## src/rtl/regfile_loader.sv

```systemverilog
// Streams words into the register file write port (FIRST_REG..LAST_REG, ascending)
// while holding the core, with abort support and a running checksum of accepted words.
module regfile_loader #(
    parameter int unsigned DATA_W    = 32,
    parameter int unsigned ADDR_W    = 5,
    parameter int unsigned FIRST_REG = 1,
    parameter int unsigned LAST_REG  = 31
) (
    input  logic              clk,
    input  logic              rstb,
    input  logic              start,
    input  logic              abort,
    input  logic              in_valid,
    input  logic [DATA_W-1:0] in_data,
    output logic              in_ready,
    output logic              rf_we,
    output logic [ADDR_W-1:0] rf_waddr,
    output logic [DATA_W-1:0] rf_wdata,
    output logic              core_hold,
    output logic              done,
    output logic [DATA_W-1:0] checksum
);

    localparam logic [ADDR_W-1:0] FIRST_A = ADDR_W'(FIRST_REG);
    localparam logic [ADDR_W-1:0] LAST_A  = ADDR_W'(LAST_REG);

    typedef enum logic [1:0] {
        IDLE  = 2'd0,
        LOAD  = 2'd1,
        FLUSH = 2'd2
    } state_t;

    state_t            state, state_n;
    logic [ADDR_W-1:0] addr, addr_n;
    logic [DATA_W-1:0] sum_n;
    logic              accept;

    // Next-state, handshake and checksum update
    always_comb begin
        state_n  = state;
        addr_n   = addr;
        sum_n    = checksum;
        accept   = 1'b0;
        in_ready = 1'b0;
        case (state)
            IDLE: begin
                if (start && !abort) begin
                    state_n = LOAD;
                    addr_n  = FIRST_A;
                    sum_n   = '0;
                end
            end
            LOAD: begin
                in_ready = !abort;
                if (abort) begin
                    state_n = IDLE;
                end else if (in_valid) begin
                    accept = 1'b1;
                    sum_n  = checksum + in_data;
                    if (addr == LAST_A) begin
                        state_n = FLUSH;
                        addr_n  = FIRST_A;
                    end else begin
                        addr_n = addr + ADDR_W'(1);
                    end
                end
            end
            FLUSH: begin
                state_n = IDLE;
            end
            default: begin
                state_n = IDLE;
            end
        endcase
    end

    // State and registered outputs; the write lands one cycle after its accept
    always_ff @(posedge clk or negedge rstb) begin
        if (!rstb) begin
            state     <= IDLE;
            addr      <= FIRST_A;
            checksum  <= '0;
            rf_we     <= 1'b0;
            rf_waddr  <= '0;
            rf_wdata  <= '0;
            done      <= 1'b0;
            core_hold <= 1'b0;
        end else begin
            state     <= state_n;
            addr      <= addr_n;
            checksum  <= sum_n;
            rf_we     <= accept;
            done      <= (state_n == FLUSH);
            core_hold <= (state_n != IDLE);
            if (accept) begin
                rf_waddr <= addr;
                rf_wdata <= in_data;
            end
        end
    end

endmodule
```

## config.mk

```make
export PLATFORM = sky130hd
export DESIGN_NAME = regfile_loader
export DESIGN_NICKNAME = d
export VERILOG_FILES = /design/src/rtl/regfile_loader.sv
export SDC_FILE = /design/constraint.sdc
export NUM_CORES = 1
export LEC_CHECK = 0
export ABC_AREA = 0
export BUFFER_PORTS_ARGS = -buffer_cell sky130_fd_sc_hd__buf_4
export CORE_ASPECT_RATIO = 0.75
export CORE_MARGIN = 3
export CORE_UTILIZATION = 45
export CTS_CLUSTER_DIAMETER = 200
export DETAILED_ROUTE_END_ITERATION = 8
export GPL_ROUTABILITY_DRIVEN = 0
export GPL_TIMING_DRIVEN = 0
export PLACE_DENSITY = 0.78
export SLEW_MARGIN = 0
export SYNTH_ARGS = -nofsm -noshare
export SYNTH_HDL_FRONTEND = slang
export SYNTH_SLANG_ARGS = --single-unit
```

## constraint.sdc

```tcl
create_clock -name clk -period 5.9 [get_ports clk]
set_clock_uncertainty 0.05 [all_clocks]
set_input_delay 1.475 -clock clk [delete_from_list [all_inputs] [get_ports clk]]
set_output_delay 1.475 -clock clk [all_outputs]
set_load 0.1 [all_outputs]
```

==> impl.org <==
** Status
- The run finished with clean final reports.

** Timing
- Total Neg Setup Slack :: 0 ps
- Setup violations remaining at the end of the flow were counted as 0.
- Tcrit/Tclk final :: 64.2%
- For the pin with the worst max-slew slack, the measured transition is 1050 ps.
- Setup repair after global routing missed its margin :: no
- Max Fclk :: 264 MHz
- Headroom to the max-slew limit came out at 30.3%.
- Number of failing hold endpoints at the final stage :: 0
- Hold is met by 424 ps.
- Fin. max-slew vios :: 0
- Minimum clock period after layout :: 3790 ps

** Critical path
- In this run the worst setup path begins at abort.
- Kind of start point of the critical path :: primary input
- Critical path's slowest cell :: buf_4
- Critical path, cell by cell :: buf_4 -> nor2_1 -> and2_1 -> buf_4
- The worst register-to-register path has a depth of 11.
- Kind of critical path :: in -> out
- Critical Path RT :: 4380 ps
- Worst path arrival time :: 2260 ps
- For this run, the slowest stage of the critical path takes 280 ps.
- Max FO, Critical Path :: 4
- Depth of the critical timing path with buffers and inverters included :: 4
- The critical path contains buffers and inverters numbering 2 combined.
- Crit. End Element :: primary output
- Most frequent cell on the critical path :: buf_4
- Top delay family on crit path :: buffers and inverters
- The startpoint identified for the worst register-to-register timing path is checksum[0]$_DFFE_PN0P_.

** Clock tree
- The number of clock buffers added by TritonCTS is 9.
- Clock latency on the worst-skew pair, taken at its later pin, is 340 ps.
- H-tree depth :: 3
- The number of hold buffers added after CTS was 0.
- CTS root buf :: clkbuf_16
- Sink count of the clock tree :: 79
- The clock passes through at most 2 buffers.
- TritonCTS built the clock tree.
- The number of gates resized after CTS was 0.
- After clock tree synthesis, the clock-pin slew on the worst setup and hold paths is 50 ps.
- Setup Buffers After CTS :: 0

** Pwr
- Fraction of power consumed by sequential logic :: 25.5%
- The worst-case IR drop observed on VDD is 0.295 mV.
- Power share of the combinational group :: 52.3%
- P_leak :: 3.15 nW
- Cell internal power was estimated by the tool at 1.44 mW.
- Of the total power, the share spent switching nets is 49.3%.
- The clock network is responsible for 22.3% of the overall power.
- In this run the power density over the cells is 469 mW/mm².
- Summed over all nets, the switching power comes to 1.40 mW.

** Drt
- Residual DRC :: 0
- The final route contains 4384 vias.
- After detailed routing, the average wire length per cell comes to 16.5 µm.
- Final wirelength :: 13.0 mm
- For this run, the detailed router's first-pass iteration total came to 5.
- Dividing the detail-routed via count by the number of cells gives 5.58.
- Violation count after the first detailed-routing iteration :: 324
- Remaining antenna violation count :: 0

** Floorplan
- Pin placement for this block handled 110 I/O pins.
- In this run the core area contains 31 standard-cell rows.
- Die boundary width :: 125 µm
- The floorplan step defined a core boundary enclosing 0.00997 mm².
- Initial Util :: 47.6%
- Area enclosed by the die boundary :: 0.0118 mm²
- In this run the vertical extent of the chip is 94.9 µm.

** Global routing
- Total global routing track utilization :: 22.6%
- The via count of the first global-routing pass came to 4352.
- Wire length of the first global-routing pass :: 21.5 mm
- For this run the aggregate overflow at the end of global routing stands at 0.
- Pin count of the biggest net entering global routing :: 80
- The initial antenna violation count was 0.

** Synth
- The cell area that synthesis handed to floorplanning was 0.00474 mm².
- Number of instances in the synthesized netlist :: 528
- Of the synthesized area, sequential elements account for 41.7%.
- Most instantiated flip-flop cell in the synthesis netlist :: dfrtp_1
- The Yosys step of the flow raised 0 warnings.
- Synthesized flop and latch total :: 79
- Count of unique library cells instantiated by Yosys :: 65
- Syn Area/Cell :: 8.98 µm²
- In the synthesized netlist the async set-or-reset flop fraction comes to 100%.
- In this run, synthesis inferred 0 flip-flops with an integrated enable.
- When the netlist entered floorplanning its net count stood at 599.

** Finish
- Leaving out filler cells and counting taps, the final layout contains 785.
- Relative to the synthesized area, the layout overhead comes to 28.0%.
- After the last flow step, the layout net total stands at 719.
- Share of post-route cells with drive strength above 1 :: 23.6%
- 0 antenna diodes ended up in the layout.
- The filler cells instantiated in the layout total 867.

** Min path
- Worst Hold Launch :: rf_wdata[18]$_DFFE_PN0P_
- Worst min-delay path category :: reg -> reg
- Number of cells traversed by the worst hold path :: 2

** Placed design
- Detailed placement finished with a half-perimeter wire length of 9.58 mm.
- Port Buf Inserts :: 109
- Number of placed instances, taps included :: 769

** Flow run
- The tool flagged a number of max-cap violations equal to 0.
## area by class of cell
type | count | area [µm²] | share of cell area, %
buffer | 22 | 118 | 1.94
clock buffer | 14 | 284 | 4.68
clock inverter | 2 | 60.1 | 0.989
inverter | 8 | 30.0 | 0.495
multi-input combinational | 419 | 2620 | 43.1
sequential | 79 | 1980 | 32.6
tap | 132 | 165 | 2.72
timing repair buffer | 109 | 818 | 13.5
## worst paths after layout
path	slack [ps]	endpoint
min in group asynchronous	1240	rf_wdata[13]$_DFFE_PN0P_
setup / recovery	2110	in_ready
hold reg to reg	420	rf_wdata[18]$_DFFE_PN0P_
hold / removal	420	rf_wdata[18]$_DFFE_PN0P_
setup reg to reg	2960	checksum[28]$_DFFE_PN0P_
max in group asynchronous	3850	checksum[8]$_DFFE_PN0P_
## through the flow
stage | worst slack, ps | instance area [µm²] | utilization, % | total power [mW]
after floorplan | 1950 | 4740 | - | 1.89
after global placement | 1920 | 5730 | 57.4 | 2.18
after detailed placement | 1880 | 5730 | 57.4 | 2.21
after CTS | 2110 | 6070 | 60.9 | 2.86
after global routing | 2000 | 6070 | 60.9 | 2.99
final | 2110 | 6070 | 60.9 | 2.85
## worst register-to-register path, cell delays in order (launching register included)
cell	delay, ps
dfrtp_1	390
ha_1	230
inv_1	70
fa_1	390
nand2b_1	250
a21oi_4	230
o21ai_2	140
a21oi_2	270
a31oi_1	180
o21ai_0	320
xor2_1	120
a22o_1	190
## registers in the layout, indices dropped and copies added (netlist names)
name / cells
addr: 5
checksum: 32
core_hold: 1
done: 1
rf_waddr: 5
rf_wdata: 32
rf_we: 1
state: 2
## cells in the final DEF (no fill, tap or decap), types with 2 or more instances in the layout
master / n
a21oi_2: 3
a32oi_1: 2
a41oi_2: 2
and2_1: 5
clkbuf_8: 4
nor3_1: 5
a22o_1: 8
nand3b_1: 3
nand4_1: 2
o21ai_0: 31
and3_1: 6
inv_1: 7
nand2b_1: 6
o21ai_1: 12
a21o_1: 15
ha_1: 33
o211ai_1: 6
xor2_1: 14
buf_4: 110
o21bai_1: 4
a211oi_1: 2
or2_2: 2
a21oi_1: 23
bufinv_16: 2
buf_6: 4
clkbuf_16: 9
nor2_1: 11
o21ai_2: 3
xnor2_1: 11
clkbuf_1: 17
or2b_1: 2
o21a_1: 4
nand3_1: 10
dfrtp_1: 78
nand2_1: 158
a31oi_1: 6
nor2b_1: 2
## kinds of logic (layout without fill, tap and decap cells)
logic type | after synthesis | after routing | share of synthesized area [%]
AOI/OAI and AO/OA | 140 | 140 | 21.1
muxes | 2 | 2 | 0.448
buffers and inverters | 30 | 155 | 3.11
and+or+nand+nor | 218 | 218 | 19.9
DFF | 79 | 79 | 41.7
adders and majority gates | 34 | 34 | 9.13
xor gates and xnor gates | 25 | 25 | 4.62
## power groups by stage
stage	registers, mW	clock network, mW	logic, mW
after CTS	0.725	0.644	1.49
final	0.725	0.634	1.49
after floorplan	1.41	0	0.481
after global routing	0.738	0.668	1.58
after global placement	0.726	0	1.46
after detailed placement	0.734	0	1.48
## synth_stat cells, drive strengths merged, types with 2 or more instances
cell type / n / area (µm²)
a211oi: 3 / 27.5
xor2: 14 / 123
and2: 6 / 38.8
xnor2: 11 / 96.3
a22o: 8 / 70.1
and3: 6 / 37.5
a41oi: 2 / 32.5
a21oi: 27 / 158
dfrtp: 78 / 1950
nand3: 11 / 60.1
o21ai: 46 / 241
inv: 8 / 30.0
nor2: 11 / 41.3
or2: 2 / 12.5
buf: 6 / 57.6
or2b: 2 / 15.0
o21bai: 5 / 41.3
a21o: 16 / 128
a31oi: 6 / 37.5
nand4: 2 / 12.5
nor3: 5 / 25.0
nor2b: 2 / 12.5
nand2: 158 / 593
clkbuf: 16 / 60.1
nand3b: 3 / 22.5
nand2b: 6 / 37.5
o211ai: 7 / 57.6
a32oi: 2 / 17.5
ha: 33 / 413
o21a: 4 / 30.0
## layer usage
layer | vias to the layer above | global-route usage (%) | wire length (µm)
met4 | 0 | 6.93 | 191
met1 | 2096 | 30.1 | 6080
li1 | 2089 | - | -
met3 | 17 | 6.33 | 978
met2 | 182 | 36.1 | 5700
met5 | - | 0 | 0
No activity file was read; power rests on OpenSTA's default activity.
